File: src/rtl/laser_sweep_ctrl.sv
// Coverage-search sequencer: sweeps all 256 centers per round, feeding a shared
// evaluator one 5-point batch at a time, and alternates the two circles.
module laser_sweep_ctrl #(
  parameter int ITR_TIME = 4
) (
  input  logic       clk,
  input  logic       rst_n,
  input  logic       start,
  output logic       busy,
  output logic [3:0] cen_x,
  output logic [3:0] cen_y,
  output logic [2:0] batch_idx,
  output logic       eval_valid,
  input  logic       eval_ready,
  input  logic       hit_valid,
  input  logic [4:0] hit,
  output logic [3:0] c1x,
  output logic [3:0] c1y,
  output logic [3:0] c2x,
  output logic [3:0] c2y,
  output logic       done
);

  typedef enum logic [2:0] {
    S_IDLE,
    S_ISSUE,
    S_WAIT,
    S_CMP,
    S_SWAP,
    S_FIN
  } state_t;

  state_t      state;
  state_t      state_nxt;
  logic [7:0]  cand;
  logic [2:0]  k;
  logic [2:0]  round_cnt;
  logic [5:0]  best_sum;
  logic [39:0] cov;
  logic [39:0] c1_mask;
  logic [39:0] c2_mask;
  logic [7:0]  c1;
  logic [7:0]  c2;
  logic [39:0] uni;
  logic [5:0]  sum;
  logic        better;
  logic        last_cand;
  logic        last_round;

  assign uni = cov | c2_mask;

  // Coverage of the candidate combined with the fixed second circle.
  always_comb begin
    sum = 6'd0;
    for (int i = 0; i < 40; i++) begin
      sum = sum + {5'd0, uni[i]};
    end
  end

  assign better     = (sum >= best_sum);
  assign last_cand  = (cand == 8'hFF);
  assign last_round = (round_cnt == 3'(ITR_TIME));

  assign cen_x     = cand[3:0];
  assign cen_y     = cand[7:4];
  assign batch_idx = k;
  assign c1x       = c1[3:0];
  assign c1y       = c1[7:4];
  assign c2x       = c2[3:0];
  assign c2y       = c2[7:4];

  always_ff @(posedge clk or negedge rst_n) begin
    if (!rst_n) begin
      state <= S_IDLE;
    end else begin
      state <= state_nxt;
    end
  end

  always_comb begin
    state_nxt  = state;
    eval_valid = 1'b0;
    done       = 1'b0;
    busy       = 1'b1;
    case (state)
      S_IDLE: begin
        busy = 1'b0;
        if (start) state_nxt = S_ISSUE;
      end
      S_ISSUE: begin
        eval_valid = 1'b1;
        if (eval_ready) state_nxt = S_WAIT;
      end
      S_WAIT: begin
        if (hit_valid) state_nxt = (k == 3'd7) ? S_CMP : S_ISSUE;
      end
      S_CMP: begin
        if (!last_cand)      state_nxt = S_ISSUE;
        else if (last_round) state_nxt = S_FIN;
        else                 state_nxt = S_SWAP;
      end
      S_SWAP: begin
        state_nxt = S_ISSUE;
      end
      S_FIN: begin
        done      = 1'b1;
        state_nxt = S_IDLE;
      end
      default: begin
        state_nxt = S_IDLE;
      end
    endcase
  end

  always_ff @(posedge clk or negedge rst_n) begin
    if (!rst_n) begin
      cand      <= 8'd0;
      k         <= 3'd0;
      round_cnt <= 3'd0;
      best_sum  <= 6'd0;
      cov       <= 40'd0;
      c1_mask   <= 40'd0;
      c2_mask   <= 40'd0;
      c1        <= 8'd0;
      c2        <= 8'd0;
    end else begin
      case (state)
        S_IDLE: begin
          if (start) begin
            cand      <= 8'd0;
            k         <= 3'd0;
            round_cnt <= 3'd0;
            best_sum  <= 6'd0;
            cov       <= 40'd0;
            c1_mask   <= 40'd0;
            c2_mask   <= 40'd0;
            c1        <= 8'd0;
            c2        <= 8'd0;
          end
        end
        S_WAIT: begin
          if (hit_valid) begin
            for (int i = 0; i < 8; i++) begin
              if (k == 3'(i)) cov[5*i +: 5] <= hit;
            end
            if (k != 3'd7) k <= k + 3'd1;
          end
        end
        S_CMP: begin
          // Ties favour the later candidate in scan order.
          if (better) begin
            best_sum <= sum;
            c1       <= cand;
            c1_mask  <= cov;
          end
          k <= 3'd0;
          if (!last_cand) cand <= cand + 8'd1;
        end
        S_SWAP: begin
          // best_sum is kept: the union of the two circles is unchanged.
          c1        <= c2;
          c2        <= c1;
          c1_mask   <= c2_mask;
          c2_mask   <= c1_mask;
          round_cnt <= round_cnt + 3'd1;
          cand      <= 8'd0;
        end
        default: begin
        end
      endcase
    end
  end

endmodule

File: config.mk
export PLATFORM = sky130hd
export DESIGN_NAME = laser_sweep_ctrl
export DESIGN_NICKNAME = d
export VERILOG_FILES = /design/src/rtl/laser_sweep_ctrl.sv
export SDC_FILE = /design/constraint.sdc
export NUM_CORES = 1
export LEC_CHECK = 0
export CELL_PAD_IN_SITES_DETAIL_PLACEMENT = 0
export CELL_PAD_IN_SITES_GLOBAL_PLACEMENT = 1
export CORE_MARGIN = 5
export CORE_UTILIZATION = 51
export CTS_BUF_LIST = sky130_fd_sc_hd__clkbuf_2 sky130_fd_sc_hd__clkbuf_4 sky130_fd_sc_hd__clkbuf_8
export DETAILED_ROUTE_END_ITERATION = 12
export PLACE_DENSITY = 0.79
export SETUP_SLACK_MARGIN = 0.4
export SLEW_MARGIN = 20
export SYNTH_ARGS = -nofsm -noshare
export SYNTH_HDL_FRONTEND = slang
export SYNTH_SLANG_ARGS = --single-unit
File: constraint.sdc
create_clock -name clk -period 9.9 [get_ports clk]
set_input_delay 1.98 -clock clk [delete_from_list [all_inputs] [get_ports clk]]
set_output_delay 1.98 -clock clk [all_outputs]
set_load 0.005 [all_outputs]
==> reports/metrics.csv <==
metric,value,unit
start_util,51.4,%
setup-violations-final,0,
async_flop_share,100,%
period_needed,8170,ps
clockRootBuffer,clkbuf_8,
r2r_start,cov[17],
crit_end,c1_mask[4],
critPathMaxFanout,26,
synth_top_area_share,49.2,%
grt_pass1_vias,5743,
die-area,18500,um^2
period_share,82.5,%
synthMostInstantiatedCell,dfrtp_1,
hold_class,flip-flop to flip-flop,
cts_tree,built,
antenna_found_initial,0,
start_kind,flip-flop,
vias,5388,
cap_violations,0,
nets,750,
ys_seq_area_share,49.2,%
synth_largest_area_cell,dfrtp_1,
slew_viol_final,0,
syn_nets,731,
cts_max_path_buffers,2,
grt_util_all_layers,21.5,%
ff2ff_path_depth,24,
dieWidth,136,um
fill_cells,1302,
cts_setup_buffers,0,
syn_avg_cell_area,12.2,um^2
synth_edf_count,0,
fin_tns_setup,0,ps
hold_start,c1_mask[20],
synth_cells,664,
hold_viol_final,0,
post_drt_via_cell_ratio,5.92,
port_buffers,39,
cts_resized,0,
yosysUniqueCellTypes,47,
rows,46,
fp.dieH,136,um
netlist_top_cells_count,"159 x dfrtp_1, 106 x a22o_1, 44 x nand2_1",
cpMostUsedCell,fa_1,
seqCellArea,3980,um^2
synth_area_leaders,"dfrtp_1 49%, a22o_1 11%, fa_1 7.7%",
drt.antenna.violating_nets,0,
cts_max_level,4,
hpwl,11.8,mm
cts.sinks,159,
slew_headroom,27.2,%
skew,20.2,ps
gp_congestion,0.806,
max_stage_delay,560,ps
routed_wl,18.4,mm
multi_input_area,3760,um^2
ys_ff_latch,159,
clk_pin_slew_worst_paths,80,ps
globalRouteOverflowTotal,0,
tightest_slew,1090,ps
synth_area,8080,um^2
grt_max_degree,99,
crit_path_start,cov[17],
drt_pre_antenna_iters,7,
area_delta_synth_final,11.9,%
crit_required,10240,ps
synth_ff_type,dfrtp_1,
outcome,"complete, no violations",
grt_pass1_wl,30.7,mm
ys_warn_count,0,
crit_chain,or2_2 > fa_1 > inv_1 > fa_1 > fa_1 > inv_1 > fa_1 > fa_1 > inv_1 > fa_1 > fa_1 > inv_1 > ha_1 > fa_1 > a21o_1 > a21oi_1 > xnor2_1 > ha_1 > a21o_1 > a2111oi_4 > o21ai_2 > o21ai_4 > buf_4 > mux2_2,
io_pins,40,
hold_buffers,0,
rsz0062_at_grt,false,
cp-end-kind,flip-flop,
arrival,8510,ps
clock_latency,460,ps
slowest_stage,fa_1,
r2r_end,c1_mask[4],
drive_gt1_share,14.1,%
drt-wirelength-per-cell,20.2,um
n_antenna_cell,0,
max_freq,122,MHz
cts_made_buffers,17,
reg2reg_setup_slack,1730,ps
critPathKind,flip-flop to flip-flop,
drc_errors,0,
drtIter0Drc,361,
coreArea,15700,um^2
placed cells by master, fill, tap and decap left out, drive strengths merged, types with 2 or more instances in the layout:
cell type and count:
a211oi 2, nand2 44, inv 39, mux2 49, ha 26, buf 5
clkbuf 18, nand4 2, bufinv 6, a32o 31, nor4 4, xnor2 6
dfrtp 159, o21ai 12, nand2b 2, nor2 35, fa 31, a21o 2
xor2 2, and2 5, clkdlybuf4s50 38, a21oi 13, o31ai 2, nor3 4
a22o 106, mux2i 5, clkinvlp 3, nand3 3, clkinv 3, or2 25
layout make-up:
type | instances | area share, %
Multi-Input combinational cell | 423 | 41.6
Inverter | 39 | 1.62
Timing Repair Buffer | 43 | 4.66
Clock buffer | 18 | 2.67
Sequential cell | 159 | 44.0
Tap cell | 216 | 2.99
Clock inverter | 12 | 2.41
cells by family after synthesis:
| logic type | Yosys count | synth area share, % |
|---|---|---|
| AND/OR/NAND/NOR | 133 | 8.16 |
| buffers and inverters | 82 | 4.40 |
| flip-flops | 159 | 49.2 |
| XOR/XNOR | 8 | 0.867 |
| adder cells (fa/ha/maj) | 57 | 11.7 |
| AO/OA/AOI/OAI | 171 | 18.2 |
| multiplexers | 54 | 7.45 |
how the worst min path moves through the flow:
stage          cells past startpoint      endpoint  slack [ps]
3_3_place_gp                       1   c1_mask[35]         470
4_1_cts                            1   c2_mask[20]         490
3_5_place_dp                       1    c2_mask[9]         480
5_1_grt                            1   c1_mask[39]         520
2_1_floorplan                      1  round_cnt[2]         460
6_report                           1   c2_mask[20]         490
stage by stage:
| step | std cells | setup slack, ps | utilization [%] | cell area (um^2) | hold WS (ps) |
|---|---|---|---|---|---|
| 6_report | 910 | 1730 | 57.5 | 9040 | 491 |
| 5_1_grt | 910 | 1330 | 57.5 | 9040 | 516 |
| 4_1_cts | 910 | 1660 | 57.5 | 9040 | 492 |
| 3_5_place_dp | 880 | 1670 | 54.6 | 8580 | 484 |
| 3_3_place_gp | 880 | 1860 | 54.6 | 8580 | 474 |
| 2_1_floorplan | 664 | 2670 | - | 8080 | 457 |
sequential cells by signal, summed over array words and instances (netlist names):
signal,flops
round_cnt,3
state,3
cov,40
best_sum,6
c1_mask,40
cand,8
c2,8
batch_idx,3
c1,8
c2_mask,40
worst max-delay path: cells and delay by family (launching register included):
family | cells | cell delay, ps
fa+ha+maj | 10 | 4610
buf+inv | 5 | 710
xor+xnor | 1 | 160
compound gates | 6 | 1440
flops | 1 | 390
mux | 1 | 380
simple gates | 1 | 310
routing by layer:
layer  vias to the layer above  wire [um]  track usage [%]  part of all wire [%]
li1                       2436          -                -                     -
met1                      2798       8240             29.9                    45
met2                       133       9030             34.8                    49
met3                        21        842             4.55                   4.6
met4                         0        249             5.66                   1.4
met5                         -          0                0                     0
Power is not shown: default switching activity piles up to over one toggle a cycle in this logic, so the estimate is an artifact.
